===== src/rtl/bus_node_pkg.sv =====
// Shared widths, defaults and helpers for the bus node endpoint.
// Destination ID lives in the top ID_W bits of every package.
package bus_node_pkg;

    localparam int ID_W = 8;
    localparam logic [ID_W-1:0] BROADCAST = {ID_W{1'b1}};

    // Packages are passed zero-extended to 64 bits together with their real width.
    function automatic logic [ID_W-1:0] dest_of(input logic [63:0] pkg, input int unsigned sz);
        logic [63:0] shifted;
        shifted = pkg >> (sz - ID_W);
        return shifted[ID_W-1:0];
    endfunction

    function automatic logic [7:0] sat_inc8(input logic [7:0] v);
        return (v == 8'hFF) ? v : v + 8'd1;
    endfunction

endpackage


===== src/rtl/sync_fifo.sv =====
// Show-ahead synchronous FIFO with wrap-bit pointers.
// A read and a write in the same cycle are both honoured, even when full.
module sync_fifo #(
    parameter int width = 16,
    parameter int depth = 8
) (
    input  logic             clk,
    input  logic             reset,
    input  logic             wr,
    input  logic [width-1:0] wdata,
    input  logic             rd,
    output logic [width-1:0] rdata,
    output logic             full,
    output logic             empty
);

    localparam int AW = $clog2(depth);

    logic [width-1:0] mem [depth];
    logic [AW:0]      wr_ptr;
    logic [AW:0]      rd_ptr;
    logic             wr_en;
    logic             rd_en;

    assign full  = (wr_ptr[AW] != rd_ptr[AW]) && (wr_ptr[AW-1:0] == rd_ptr[AW-1:0]);
    assign empty = (wr_ptr == rd_ptr);

    assign rd_en = rd && !empty;
    // A read in the same cycle frees the slot the write lands in.
    assign wr_en = wr && (!full || rd_en);

    assign rdata = empty ? '0 : mem[rd_ptr[AW-1:0]];

    always_ff @(posedge clk) begin
        if (!reset) begin
            wr_ptr <= '0;
            rd_ptr <= '0;
        end else begin
            if (wr_en) wr_ptr <= wr_ptr + 1'b1;
            if (rd_en) rd_ptr <= rd_ptr + 1'b1;
        end
    end

    // NOTE: storage is deliberately not reset; the pointers alone define validity,
    // and leaving the array reset-free lets it map onto plain RAM.
    always_ff @(posedge clk) begin
        if (reset && wr_en) mem[wr_ptr[AW-1:0]] <= wdata;
    end

endmodule


===== src/rtl/bus_node_endpoint.sv =====
// Device-side bus endpoint: TX FIFO toward the arbiter, ID-filtered RX FIFO
// from it, plus drop/overflow counters and a sticky pop-underflow flag.
module bus_node_endpoint
    import bus_node_pkg::*;
#(
    parameter int                pckg_sz   = 16,
    parameter int                depth     = 8,
    parameter logic [ID_W-1:0]   id        = '0,
    parameter logic [ID_W-1:0]   broadcast = BROADCAST
) (
    input  logic               clk,
    input  logic               reset,
    output logic               pndng,
    output logic [pckg_sz-1:0] D_pop,
    input  logic               pop,
    input  logic               push,
    input  logic [pckg_sz-1:0] D_push,
    input  logic               tx_wr,
    input  logic [pckg_sz-1:0] tx_data,
    output logic               tx_full,
    input  logic               rx_rd,
    output logic [pckg_sz-1:0] rx_data,
    output logic               rx_empty,
    output logic [7:0]         drop_cnt,
    output logic [7:0]         ovf_cnt,
    output logic               pop_err
);

    logic            tx_empty;
    logic            rx_full;
    logic [ID_W-1:0] dest;
    logic            accept;

    assign dest   = dest_of(64'(D_push), pckg_sz);
    assign accept = (dest == id) || (dest == broadcast);
    assign pndng  = !tx_empty;

    sync_fifo #(.width(pckg_sz), .depth(depth)) u_tx_fifo (
        .clk   (clk),
        .reset (reset),
        .wr    (tx_wr),
        .wdata (tx_data),
        .rd    (pop),
        .rdata (D_pop),
        .full  (tx_full),
        .empty (tx_empty)
    );

    sync_fifo #(.width(pckg_sz), .depth(depth)) u_rx_fifo (
        .clk   (clk),
        .reset (reset),
        .wr    (push && accept),
        .wdata (D_push),
        .rd    (rx_rd),
        .rdata (rx_data),
        .full  (rx_full),
        .empty (rx_empty)
    );

    // NOTE: reset is synchronous, so it lives inside the clocked branch and
    // simply takes priority over any same-edge push/pop.
    always_ff @(posedge clk) begin
        if (!reset) begin
            drop_cnt <= '0;
            ovf_cnt  <= '0;
            pop_err  <= 1'b0;
        end else begin
            if (push && !accept) drop_cnt <= sat_inc8(drop_cnt);
            // A full RX is never empty, so a same-cycle rx_rd always frees a slot.
            if (push && accept && rx_full && !rx_rd) ovf_cnt <= sat_inc8(ovf_cnt);
            if (pop && tx_empty) pop_err <= 1'b1;
        end
    end

endmodule


===== config.mk =====
export PLATFORM = sky130hd
export DESIGN_NAME = bus_node_endpoint
export DESIGN_NICKNAME = d
export VERILOG_FILES = /design/src/rtl/bus_node_pkg.sv /design/src/rtl/sync_fifo.sv /design/src/rtl/bus_node_endpoint.sv
export SDC_FILE = /design/constraint.sdc
export NUM_CORES = 1
export LEC_CHECK = 0
export CAP_MARGIN = 5
export CORE_MARGIN = 10
export CORE_UTILIZATION = 52
export CTS_BUF_LIST = sky130_fd_sc_hd__clkbuf_16
export CTS_CLUSTER_SIZE = 8
export DETAILED_ROUTE_END_ITERATION = 16
export MAX_ROUTING_LAYER = met4
export PLACE_DENSITY = 0.75
export SLEW_MARGIN = 20
export SYNTH_ARGS = -nofsm -noshare
export SYNTH_HDL_FRONTEND = slang
export SYNTH_SLANG_ARGS = --single-unit

===== constraint.sdc =====
create_clock -name clk -period 3.6 [get_ports clk]
set_input_delay 0.36 -clock clk [delete_from_list [all_inputs] [get_ports clk]]
set_output_delay 0.36 -clock clk [all_outputs]
set_load 0.02 [all_outputs]

* After elaboration in Yosys (flattened, before gate mapping) *
Memory sizes are Yosys's and may differ from the RTL's. A register that Yosys moved wholly into a read port is not among the register bits.
Index checks and enable logic that the tools add are counted.

word-level totals
  register bits after elaboration = 33
  memory bits (writable) = 256
  logic and storage cells = 61
  input port bits = 38
  output and inout bits = 52
  memories kept = 2

operators by class
  reduce and logical (&&, ||, !) cells = 25
  add/subtract/negate cells = 6
  bitwise operators = 2
  equal/unequal tests = 9
  mux-type cells = 10

memories
  name           depth  width  rd ports  clocked after Yosys merged registers in  wr ports  line             text
  u_rx_fifo.mem  8      16     1         1                                        1         sync_fifo.sv:19  logic [width-1:0] mem [depth];
  u_tx_fifo.mem  8      16     1         1                                        1         sync_fifo.sv:19

operators with widths
  kind                 number
  $mux 16              2
  $eq 8x8->1 const B   3
  $add 4x1->4 const B  4
  $add 8x1->8 const B  2
  $logic_and 1x1->1    13
  $mux 3               4
  $eq 4x4->1           2
  $logic_not 8->1      1
  $eq 3x3->1           2
  $logic_not 1->1      6
  $mux 1               4
  $reduce_and 2->1     2
  $logic_or 1x1->1     3
  $ne 1x1->1           2
  $not 1->1            2

* Longest topological paths before layout *
Gate-level depths: netlist (run 1).

  depth after elaboration = 8
  depth in mapped cells = 8

* Modules after synthesis *
A second synthesis (run 1) with hierarchy kept.

second synthesis, totals
  cell total of the unflattened synthesis = 683
  area, all modules = 11965.2 µm²

by module, submodules not included
  module             area an instance (µm²)  times used  cells each
  sync_fifo          5525.3                  2           289
  bus_node_endpoint  914.6                   1           105

* Worst setup path after synthesis (run 1) *
No wires, ideal clock.

  path type = input-to-reg
  start point = input D_push[12]
  end point = memory u_rx_fifo.mem[0][0] (enable)
  stages = 5
  slack = 129 ps
  library setup time = 430 ps
  required time = 3170 ps
  data arrival time = 3041 ps
  cell sequence = or4_1 -> nor2_1 -> or2_2 -> nand3_2 -> nor4_1

between the ends
  word-level cells in the longest chain between the ends = 7
  elaborated cells on any way between the ends = 8
  those cells by class = eq/ne (1); mux (2); reduce/logical (5)

RTL lines
  element                                        line                     text
  start: declaration                             bus_node_endpoint.sv:17  input logic [pckg_sz-1:0] D_push,
  $eq 8x8->1 or $logic_not 8->1 (tied branches)  bus_node_endpoint.sv:35  assign accept = (dest == id) || (dest == broadcast);
  $logic_or 1x1->1 (*)                           bus_node_endpoint.sv:35
  $logic_and 1x1->1 (*)                          bus_node_endpoint.sv:52  .wr (push && accept),
  $logic_and 1x1->1 (*)                          sync_fifo.sv:30          assign wr_en = wr && (!full || rd_en);
  $logic_and 1x1->1 (*)                          sync_fifo.sv:47          if (reset && wr_en) mem[wr_ptr[AW-1:0]] <= wdata;
  $mux 1 (*)                                     sync_fifo.sv:47
  $mux 1 (implied by the code) (*)               sync_fifo.sv:47
  end: declaration                               sync_fifo.sv:19

Every way passes the cells marked *; elsewhere a longest branch is shown, timed or not.

==> implementation parameters, run 1 <==
Parameter                              Value

Outcome
  Status    completed

Logic synthesis
  Synthesized area per cell    18.1 um^2
  Main synth FF type    sky130_fd_sc_hd__edfxtp_1
  Number of synthesis warnings    0
  Flip-flop and latch count after synthesis    295
  Unique cell type count in the Yosys netlist    44
  Fraction of the mapped netlist area in simple logic gates    6.47%
  Post-synthesis compound-gate area fraction    1.79%
  Mapped Cells    650
  Area share of fa/ha/maj cells after synthesis    0.640%
  Xor/xnor share of the synthesized area    1.17%
  Syn_nets    694
  Fraction of registers with async set or reset after synthesis    0%
  Share of synthesized area spent on multiplexers    16.1%
  Mapped cell area    11700 um^2
  Register area share after synthesis    72.2%
  Dominant combinational cell family by area after synthesis    multiplexers
  Number of enable-type register cells in the synthesized netlist    256

Hold path
  Start point of the worst min-delay path    pop_err
  Class of the tightest hold or removal check    flop to flop
  Number of stages on the worst hold path    2

Timing
  Slew at the pin closest to its max-slew limit    0.745 ns
  Fin Setup TNS    0 ns
  Worst path setup slack after routing    0.375 ns
  Finish-stage setup viols    0
  Setup clock skew after layout    0.0241 ns
  Unrepaired setup endpoints after global routing    no
  Minimum clock period after layout    3.22 ns
  Worst rel slew slack    50.0%
  Total count of hold-check failures in the final report    0
  Final Max Tran Viols    0
  Peak Freq    310 MHz
  Share of the clock period used by the worst path    89.6%

Drt
  First-pass DRT Iterations    7
  Total via count after detailed routing    6435
  DR DRC count    0
  Number of vias per cell after detailed routing    5.95
  Routed length per placed instance    23.5 um
  Number of nets with antenna violations after detailed routing    0
  Initial DRC Count    577
  Drt total wl    25500 um

Cells and area
  Area added between synthesis and finish    22.0%
  Layout cells sized above 1    20.7%
  Total Nets Final    829

Global route
  GRT Residual Overflow    0
  Met1 usage in global routing    23.5%
  Antenna violations before repair    1
  Maximum number of pins on one net before global-route repair    33
  All-Layer GR Usage    18.5%
  Via count of the first global-routing pass    6993
  Busiest metal layer after global routing    met2
  Met3 global-route usage    3.63%
  Met2 Resource Use GR    29.8%
  Wire length of the first global-routing pass    40100 um

Place
  Routability cong.    0.792
  Detailed Place HPWL    15300 um
  Port Buffers    89
  Worst-case setup slack after placement    0.330 ns

Worst setup path
  Data arrival at the endpoint of the critical path    2.86 ns
  Longest individual stage delay on the worst path    0.65 ns
  Crit path required time    3.24 ns
  Crit Path Category    flop to output port
  Element type at the critical path end    output port
  Kind of start point of the critical path    flop
  Count of cell instances traversed by the critical path    5
  Cells traversed along the worst timing path    buf_4 > mux4_2 > mux2i_1 > nor2_1 > clkdlybuf4s50_1
  Worst Path Buf+Inv    2
  Worst R2R Start    u_rx_fifo.wr_ptr[0]
  Crit path max-delay cell type    sky130_fd_sc_hd__dfxtp_2
  Register-to-Register Path Depth    6
  Crit path max-delay family    buffers and inverters
  Crit path max fanout    15

Die
  Die Y-Extent    170 um
  I/O pins    90
  Horizontal die dimension    170 um
  Die ar.    29000 um^2
  Floorplan row count    54
  Effective utilization at floorplan    53.3%
  Core box area    22000 um^2

Clock tree
  Buffer cell driving the clock tree root    sky130_fd_sc_hd__clkbuf_16
  Max Root-Sink Buffers    3
  H-tree depth reported by CTS    2
  Postcts setup bufs    0
  Post-cts hold buffer count    0
  Clock-pin slew on the worst setup and hold paths    0.05 ns
  Clk sink count    295
  CTS Buf Count    42
  Clock latency on the worst-skew pair    0.53 ns
  Number of cells upsized or downsized after cts    0
  TritonCTS clock tree    done

Power
  Pwr dens    562 nW/um^2
  Maximum vdd drop    0.000446 V
  Static Leak    4.61 nW

Run
  Maximum Capacitance Violations    0
## tightest hold or removal path, stage by stage (launching register included)
cell,delay (ns)
sky130_fd_sc_hd__dfxtp_1,0.33
sky130_fd_sc_hd__a21oi_1,0.04
sky130_fd_sc_hd__nor2_1,0.07
## cell usage in the layout (no fill, tap or decap), types with 2 or more instances in the layout
cell,n
sky130_fd_sc_hd__edfxtp_1,256
sky130_fd_sc_hd__clkdlybuf4s50_1,89
sky130_fd_sc_hd__mux4_2,64
sky130_fd_sc_hd__nor2_1,56
sky130_fd_sc_hd__mux2i_1,45
sky130_fd_sc_hd__clkbuf_16,42
sky130_fd_sc_hd__dfxtp_1,37
sky130_fd_sc_hd__buf_4,35
sky130_fd_sc_hd__nand2_1,23
sky130_fd_sc_hd__inv_1,22
sky130_fd_sc_hd__nand4_1,13
sky130_fd_sc_hd__nand2b_1,13
sky130_fd_sc_hd__a21oi_1,10
sky130_fd_sc_hd__nor3_2,8
sky130_fd_sc_hd__xor2_1,7
sky130_fd_sc_hd__nand3_1,7
sky130_fd_sc_hd__o21ai_0,7
sky130_fd_sc_hd__or3_1,6
sky130_fd_sc_hd__nor4_1,6
sky130_fd_sc_hd__ha_1,6
sky130_fd_sc_hd__xnor2_1,5
sky130_fd_sc_hd__or4_1,5
sky130_fd_sc_hd__nor4_2,4
sky130_fd_sc_hd__and3_1,4
sky130_fd_sc_hd__xnor2_2,2
sky130_fd_sc_hd__nand3_2,2
sky130_fd_sc_hd__o211ai_1,2
sky130_fd_sc_hd__o2111ai_1,2
sky130_fd_sc_hd__a31oi_1,2
sky130_fd_sc_hd__o31ai_1,2
sky130_fd_sc_hd__dfxtp_2,2
## cells in the mapped netlist (6+ instances only)
library cell               instances  area, um^2
sky130_fd_sc_hd__a21oi_1          10        50.1
sky130_fd_sc_hd__buf_2             7        35.0
sky130_fd_sc_hd__clkbuf_1         21        78.8
sky130_fd_sc_hd__dfxtp_1          39         781
sky130_fd_sc_hd__edfxtp_1        256        7690
sky130_fd_sc_hd__ha_1              6        75.1
sky130_fd_sc_hd__inv_1             7        26.3
sky130_fd_sc_hd__mux2i_1          45         450
sky130_fd_sc_hd__mux4_2           64        1440
sky130_fd_sc_hd__nand2_1          23        86.3
sky130_fd_sc_hd__nand2b_1         13        81.3
sky130_fd_sc_hd__nand3_1           7        35.0
sky130_fd_sc_hd__nand4_1          13        81.3
sky130_fd_sc_hd__nor2_1           56         210
sky130_fd_sc_hd__nor3_1            9        45.0
sky130_fd_sc_hd__nor4_1            8        50.1
sky130_fd_sc_hd__o21ai_0           7        35.0
sky130_fd_sc_hd__or3_1             6        37.5
sky130_fd_sc_hd__xor2_1            7        61.3
## sequential cells by signal, summed over array words and instances, names as in the netlist, named ones only
signal and flops:
drop_cnt 8, u_rx_fifo.rd_ptr 4, u_rx_fifo.mem 128, ovf_cnt 8, u_tx_fifo.rd_ptr 4, u_tx_fifo.mem 128, pop_err 1, u_tx_fifo.wr_ptr 4
u_rx_fifo.wr_ptr 4
## path summary, 6_finish.rpt
path / end / slack, ns
worst max-delay path: D_pop[7] / 0.38
worst min-delay path: pop_err / 0.48
worst max register to register: u_rx_fifo.mem[4][1] / 1.29
worst min register to register: pop_err / 0.48
## metal layers
metal / wire [um] / part of all wire (%)
met1: 10400 / 41
met2: 12800 / 50
met3: 1770 / 7.0
met4: 507 / 2.0
met5: 0 / 0
## cells by family after synthesis
kind of cell	after synthesis
compound gates	33
xor+xnor	14
fa+ha+maj	6
buf+inv	42
flops	295
mux	109
simple gates	151
## stage by stage
| stage | cells | util (%) | area (um^2) | power (mW) | hold slack, ns |
|---|---|---|---|---|---|
| floorplan | 650 | - | 11700 | 4.30 | 0.457 |
| global placement | 1021 | 59.7 | 13200 | 4.64 | 0.458 |
| detailed placement | 1021 | 59.7 | 13200 | 4.66 | 0.464 |
| CTS | 1081 | 65.0 | 14300 | 8.13 | 0.480 |
| global route | 1082 | 65.0 | 14300 | 8.33 | 0.530 |
| finish | 1082 | 65.0 | 14300 | 8.05 | 0.479 |
## layout make-up
| cell class | count | area (um^2) |
|---|---|---|
| flip-flops and latches | 295 | 8470 |
| clock inverters | 18 | 115 |
| clock buffers | 42 | 1050 |
| multi-input cells | 313 | 3130 |
| diodes | 1 | 2.50 |
| inverters | 8 | 30.0 |
| repair buffers | 125 | 1170 |
| well taps | 280 | 350 |
| fillers | 1498 | 7710 |
## power breakdown
part	leakage (nW)	internal, mW	switching, mW
Clock	0.623	2.09	1.37
Sequential	2.62	3.76	0.0495
Combinational	1.37	0.380	0.407
Note: power is estimated with default switching activity, not from simulation.
==> run 2, diff against run 1 <==
- GPL_ROUTABILITY_DRIVEN: not set -> 0
==> results of run 2 <==
No change in the layout: final DEF, timing and power equal those of run 1.
